### src/rtl/rob_pkg.sv
// Shared types and defaults for the reorder buffer slice.
// Latency: n/a (types only).
// Backpressure: n/a.
package rob_pkg;

  localparam int ROB_DEPTH_DFLT = 16;
  localparam int PREG_BITS      = 6;

  // One reorder-buffer slot.
  typedef struct packed {
    logic                 valid;
    logic                 done;
    logic [4:0]           rd_s;
    logic [PREG_BITS-1:0] paddr;
    logic [31:0]          data;
  } rob_entry_t;

  // Signals presented on the RAT/ARF commit port.
  typedef struct packed {
    logic                 we_rd_rename;
    logic                 we_rd_data;
    logic [4:0]           rd_s;
    logic                 rd_rename_v;
    logic [31:0]          rd_v;
    logic [PREG_BITS-1:0] rd_old_paddr;
  } commit_bus_t;

endpackage

### src/rtl/rob_ptr_ctrl.sv
// Head/tail/occupancy bookkeeping for the reorder buffer, wrapping modulo DEPTH.
// Latency: pointers and count update on the clock edge after push/pop/flush.
// Backpressure: exposes full; the caller must not push while full.
module rob_ptr_ctrl #(
  parameter int DEPTH    = 16,
  parameter int IDX_BITS = 4
) (
  input  logic                clk,
  input  logic                rst_n,
  input  logic                flush,
  input  logic                push,
  input  logic                pop,
  output logic [IDX_BITS-1:0] head,
  output logic [IDX_BITS-1:0] tail,
  output logic [IDX_BITS:0]   count,
  output logic                full,
  output logic                empty
);

  localparam logic [IDX_BITS:0] FULL_CNT = (IDX_BITS+1)'(DEPTH);

  // Pointer and count registers; flush returns everything to slot 0.
  always_ff @(posedge clk or negedge rst_n) begin
    if (!rst_n) begin
      head  <= '0;
      tail  <= '0;
      count <= '0;
    end else if (flush) begin
      head  <= '0;
      tail  <= '0;
      count <= '0;
    end else begin
      if (push) tail <= tail + 1'b1;
      if (pop)  head <= head + 1'b1;
      case ({push, pop})
        2'b10:   count <= count + 1'b1;
        2'b01:   count <= count - 1'b1;
        default: count <= count;
      endcase
    end
  end

  assign full  = (count == FULL_CNT);
  assign empty = (count == '0);

endmodule

### src/rtl/rob_commit.sv
// In-order reorder buffer: allocate at dispatch, mark done on CDB, retire one per cycle.
// Latency: commit outputs are registered one cycle after the head is seen done.
// Backpressure: disp_ready drops when full or during flush; no same-cycle bypass from commit.
module rob_commit
  import rob_pkg::*;
#(
  parameter int ROB_DEPTH     = ROB_DEPTH_DFLT,
  parameter int PHYS_REG_BITS = PREG_BITS,
  localparam int ROB_IDX_BITS = $clog2(ROB_DEPTH)
) (
  input  logic                     clk,
  input  logic                     rst_n,
  input  logic                     br_rst,
  input  logic                     disp_valid,
  output logic                     disp_ready,
  input  logic [4:0]               disp_rd_s,
  input  logic [PHYS_REG_BITS-1:0] disp_paddr,
  output logic [ROB_IDX_BITS-1:0]  disp_rob_idx,
  input  logic                     cdb_valid,
  input  logic [ROB_IDX_BITS-1:0]  cdb_rob_idx,
  input  logic [31:0]              cdb_data,
  output logic                     we_rd_rename,
  output logic                     we_rd_data,
  output logic [4:0]               rd_s,
  output logic                     rd_rename_v,
  output logic [31:0]              rd_v,
  output logic [PHYS_REG_BITS-1:0] rd_old_paddr,
  output logic                     free_valid,
  output logic [PHYS_REG_BITS-1:0] free_paddr,
  output logic                     rob_empty,
  output logic [ROB_IDX_BITS:0]    rob_count
);

  rob_entry_t                  entries [ROB_DEPTH];
  rob_entry_t                  head_e;
  logic [ROB_IDX_BITS-1:0]     head;
  logic [ROB_IDX_BITS-1:0]     tail;
  logic [ROB_IDX_BITS:0]       count;
  logic                        full;
  logic                        empty;
  logic                        commit;
  logic                        disp_fire;
  commit_bus_t                 cbus_q;
  logic                        free_valid_q;
  logic [PHYS_REG_BITS-1:0]    free_paddr_q;

  assign head_e    = entries[head];
  // A done head retires even during a flush: it is older than the branch.
  assign commit    = head_e.valid & head_e.done;
  assign disp_ready = ~full & ~br_rst;
  assign disp_fire = disp_valid & disp_ready;

  rob_ptr_ctrl #(
    .DEPTH    (ROB_DEPTH),
    .IDX_BITS (ROB_IDX_BITS)
  ) u_ptr (
    .clk   (clk),
    .rst_n (rst_n),
    .flush (br_rst),
    .push  (disp_fire),
    .pop   (commit),
    .head  (head),
    .tail  (tail),
    .count (count),
    .full  (full),
    .empty (empty)
  );

  // Entry storage: flush clears all; otherwise CDB completes, commit retires, dispatch allocates.
  always_ff @(posedge clk or negedge rst_n) begin
    if (!rst_n) begin
      for (int i = 0; i < ROB_DEPTH; i++) entries[i] <= '0;
    end else if (br_rst) begin
      for (int i = 0; i < ROB_DEPTH; i++) entries[i] <= '0;
    end else begin
      if (cdb_valid && entries[cdb_rob_idx].valid) begin
        entries[cdb_rob_idx].done <= 1'b1;
        entries[cdb_rob_idx].data <= cdb_data;
      end
      if (commit) begin
        entries[head].valid <= 1'b0;
        entries[head].done  <= 1'b0;
      end
      if (disp_fire) begin
        entries[tail] <= '{valid: 1'b1, done: 1'b0, rd_s: disp_rd_s,
                           paddr: disp_paddr, data: 32'd0};
      end
    end
  end

  // Commit port: enables pulse for one cycle, data fields hold between commits.
  always_ff @(posedge clk or negedge rst_n) begin
    if (!rst_n) begin
      cbus_q       <= '0;
      free_valid_q <= 1'b0;
      free_paddr_q <= '0;
    end else if (commit) begin
      cbus_q.we_rd_rename <= (head_e.rd_s != 5'd0);
      cbus_q.we_rd_data   <= (head_e.rd_s != 5'd0);
      cbus_q.rd_s         <= head_e.rd_s;
      cbus_q.rd_rename_v  <= 1'b0;
      cbus_q.rd_v         <= head_e.data;
      cbus_q.rd_old_paddr <= head_e.paddr;
      free_valid_q        <= 1'b1;
      free_paddr_q        <= head_e.paddr;
    end else begin
      cbus_q.we_rd_rename <= 1'b0;
      cbus_q.we_rd_data   <= 1'b0;
      free_valid_q        <= 1'b0;
    end
  end

  assign we_rd_rename = cbus_q.we_rd_rename;
  assign we_rd_data   = cbus_q.we_rd_data;
  assign rd_s         = cbus_q.rd_s;
  assign rd_rename_v  = cbus_q.rd_rename_v;
  assign rd_v         = cbus_q.rd_v;
  assign rd_old_paddr = cbus_q.rd_old_paddr;
  assign free_valid   = free_valid_q;
  assign free_paddr   = free_paddr_q;
  assign disp_rob_idx = tail;
  assign rob_empty    = empty;
  assign rob_count    = count;

endmodule

### config.mk
export PLATFORM = sky130hd
export DESIGN_NAME = rob_commit
export DESIGN_NICKNAME = d
export VERILOG_FILES = /design/src/rtl/rob_pkg.sv /design/src/rtl/rob_ptr_ctrl.sv /design/src/rtl/rob_commit.sv
export SDC_FILE = /design/constraint.sdc
export NUM_CORES = 2
export LEC_CHECK = 0
export BUFFER_PORTS_ARGS = -buffer_cell sky130_fd_sc_hd__buf_2
export CAP_MARGIN = 10
export CORE_ASPECT_RATIO = 1.25
export CORE_MARGIN = 10
export CORE_UTILIZATION = 55
export DETAILED_ROUTE_END_ITERATION = 16
export PLACE_DENSITY = 0.84
export SYNTH_ARGS = -nofsm -noshare
export SYNTH_HDL_FRONTEND = slang
export SYNTH_HIERARCHICAL = 1
export SYNTH_SLANG_ARGS = --single-unit
### constraint.sdc
create_clock -name clk -period 3.5 [get_ports clk]
set_input_delay 0.7 -clock clk [delete_from_list [all_inputs] [get_ports clk]]
set_output_delay 0.7 -clock clk [all_outputs]
set_load 0.03 [all_outputs]
==> results.md <==
* Clock Sinks at 778
* Initial Utilization at 55.5%
* Worst Hold Slack at 0.0167 ns
* Area share of the largest cell type after synthesis at 52.4%
* Crit end category: register
* Worst hold path type: primary input to async pin
* Post-synth EDFFs at 0
* First-pass GRT wire length at 166 mm
* Relative slew slack at 27.9%
* Row cnt at 106
* Post-route insts no fill at 4087
* Setup slack, reg-to-reg at 0.14 ns
* PortBufs at 114
* Leading post-synthesis cells by cell area: dfrtp_1 (52%), mux2i_1 (15%), mux4_2 (13%)
* Core Box Area at 67000 um2
* Die area at 78400 um2
* TritonCTS buffer count at 78
* Post-placement cell area at 39000 um2
* Distinct cells, synth at 52
* Status: finished clean
* Capture point of the critical path: u_ptr/count[4]
* Area of the multi-input gates at 16500 um2
* Max-Cap Viols at 0
* Root Driver: clkbuf_16
* Worst VDD drop at 0.311 mV
* Worst setup path category: register to register
* Iteration-0 DRC Markers at 3306
* PnR Total Power at 18.6 mW
* Reg clk slew, reported paths at 0.06 ns
* CTS tree: built
* Reg-to-Reg Start: u_ptr/head[0]
* DRC Markers at 0
* Hold_buf cts at 0
* Post-Synthesis Cells at 3127
* Fin crit share at 95.9%
* Cell area after synthesis at 37200 um2
* Post-route cell area at 41700 um2
* Dpl hpwl at 61.5 mm
* Share of layout cells above drive strength 1 at 20.2%
* Antenna-violating nets left at 0
* Nets at 3211
* # resized after CTS at 0
* CTS H-tree depth at 3
* GR Overflow Total at 0
* Final setup viols at 0
* Most frequent cells in the layout: dfrtp_1 (775), nor2_1 (568), mux2i_1 (547), nand2_1 (334), mux4_2 (215)
* Met3 Use GR at 6.48%
* Slew Limit Fails at 0
* Mapped Avg Cell Area at 11.9 um2
* Pwr/cell area at 445 nW/um2
* Net Count, Synth at 3183
* Clock Skew at 0.0269 ns
* Fillcell total at 4700
* GRT Total Usage at 27.7%
* Lkg Pwr at 19.8 nW
* Area Overhead vs Synth at 12.2%
* Final wirelength at 109 mm
* Top FF cell, synth: dfrtp_1
* Inst Count DP at 3939
* Total number of vias at 26600
* Kind of start point of the critical path: register
* Final GP Congestion at 0.889
* GR peak layer: met2
* Initial antenna violation count at 14
* # IOs at 116
* Least-Margin Pin Slew at 1.08 ns
* Commonest non-fill, non-tap cell in the layout: dfrtp_1
* Later-pin clock latency in the skew report at 0.65 ns
* Vias in the first global route at 27800
* RSZ-0062 raised after global routing: no
* Worst Path Max Fanout at 17
* Fmax at 298 MHz
* Largest net degree at the start of global routing at 196
* Postcts setup bufs at 0
* Flops & latches, synth at 778
* Ys async rst share at 100%
* Clock Path Buffers at 3
* Ys Warns at 6
* Req. time, crit path at 3.98 ns
* CP Launch Point: u_ptr/head[0]
* Fin. Hold Viols at 0
* Worst reg2reg path endpoint: u_ptr/count[4]
* Yosys top cell by area: dfrtp_1
* Avg WL per Cell at 26.6 um
* WP data arrival at 3.84 ns
* Min cycle time layout at 3.36 ns
* Router iterations before antenna repair at 8
* Horiz. Die Dim at 252 um
* Met1 usage at 34.4%
* Die height at 311 um
* Seq. cell area at 19500 um2
* Met2 GRT Util at 43.9%
* Post-synthesis sequential area ratio at 52.4%
* R2R depth at 11
* Vias per cell at 6.50
* Setup TNS at 0 ns
## worst max-delay path: stages (launching register included)
cell and delay, ns:
dfrtp_4 0.51, inv_6 0.15, mux4_2 0.54, mux4_4 0.68, inv_1 0.15, nand2b_4 0.10, xnor2_1 0.14, ha_1 0.23
o31a_1 0.26, o32ai_2 0.23, xnor2_1 0.15, nor2_1 0.06
## flip-flops by register name (all words and copies together) (netlist names)
name	flops
free_valid	1
u_ptr/count	5
free_paddr	6
entries	720
we_rd_data	1
u_ptr/head	4
rd_v	32
u_ptr/tail	4
rd_s	5
## power by group
group,internal [mW],switching [mW]
sequential,9.01,0.0153
clock,5.02,3.71
combinational,0.167,0.646
total,14.2,4.37
## cell type report
| class | instances | share of cell area (%) |
|---|---|---|
| Sequential cell | 778 | 46.7 |
| Multi-Input combinational cell | 2052 | 39.6 |
| Clock buffer | 113 | 5.65 |
| Timing Repair Buffer | 229 | 4.44 |
| Tap cell | 864 | 2.59 |
| Clock inverter | 29 | 0.807 |
| Inverter | 16 | 0.159 |
| Antenna cell | 6 | 0.0360 |
## worst min-delay path by stage
stage / start / end / slack (ns)
final: rst_n / entries[626] / 0.02
after global routing: rst_n / entries[626] / 0.04
after CTS: rst_n / entries[626] / 0.02
after detailed placement: rd_v[9] / rd_v[9] / 0.48
after global placement: rd_v[29] / rd_v[29] / 0.47
after floorplan: rst_n / entries[0] / 0.40
## per-layer routing
metal,vias up,wire length [um]
met5,-,64
met2,1684,52500
li1,11000,-
met3,466,11500
met1,13400,38600
met4,12,6060
## through the flow
stage          utilization, %  worst slack [ns]
2_1_floorplan               -            0.0762
3_3_place_gp             58.2             0.204
3_5_place_dp             58.2             0.143
4_1_cts                  62.2             0.117
5_1_grt                  62.3            0.0123
6_report                 62.3             0.142
## Yosys cell counts, types with 2 or more instances
cell and n:
dfrtp_1 778, nor2_1 568, mux2i_1 547, nand2_1 343, mux4_2 216, clkbuf_1 184
a21oi_1 168, buf_2 49, buf_1 30, mux2_4 25, nand3_1 20, nor3_1 17
nor4_1 16, o41ai_1 16, mux2_2 15, inv_1 14, nor2b_1 13, and3_1 10
buf_4 10, mux2_1 10, nand4_1 10, buf_6 7, nor4_2 7, xnor2_1 5
a22oi_1 4, ha_1 4, xor2_1 4, and4_1 3, nand2b_1 3, nor3b_1 3
or2_2 3, and2_1 2, and3b_1 2, o21ai_0 2, or4_1 2
## kinds of logic (layout without fill, tap and decap cells)
kind of cell    count (synthesis)  in the layout  share of synthesized area [%]
mux                           813            813                           29.6
simple gates                 1027           1027                           11.3
other cells                     1              7                         0.0101
xor+xnor                        9              9                          0.212
fa+ha+maj                       4              4                          0.135
buf+inv                       297            387                           3.44
compound gates                198            198                           2.97
flops                         778            778                           52.4
Note: power is estimated with default switching activity, not from simulation.
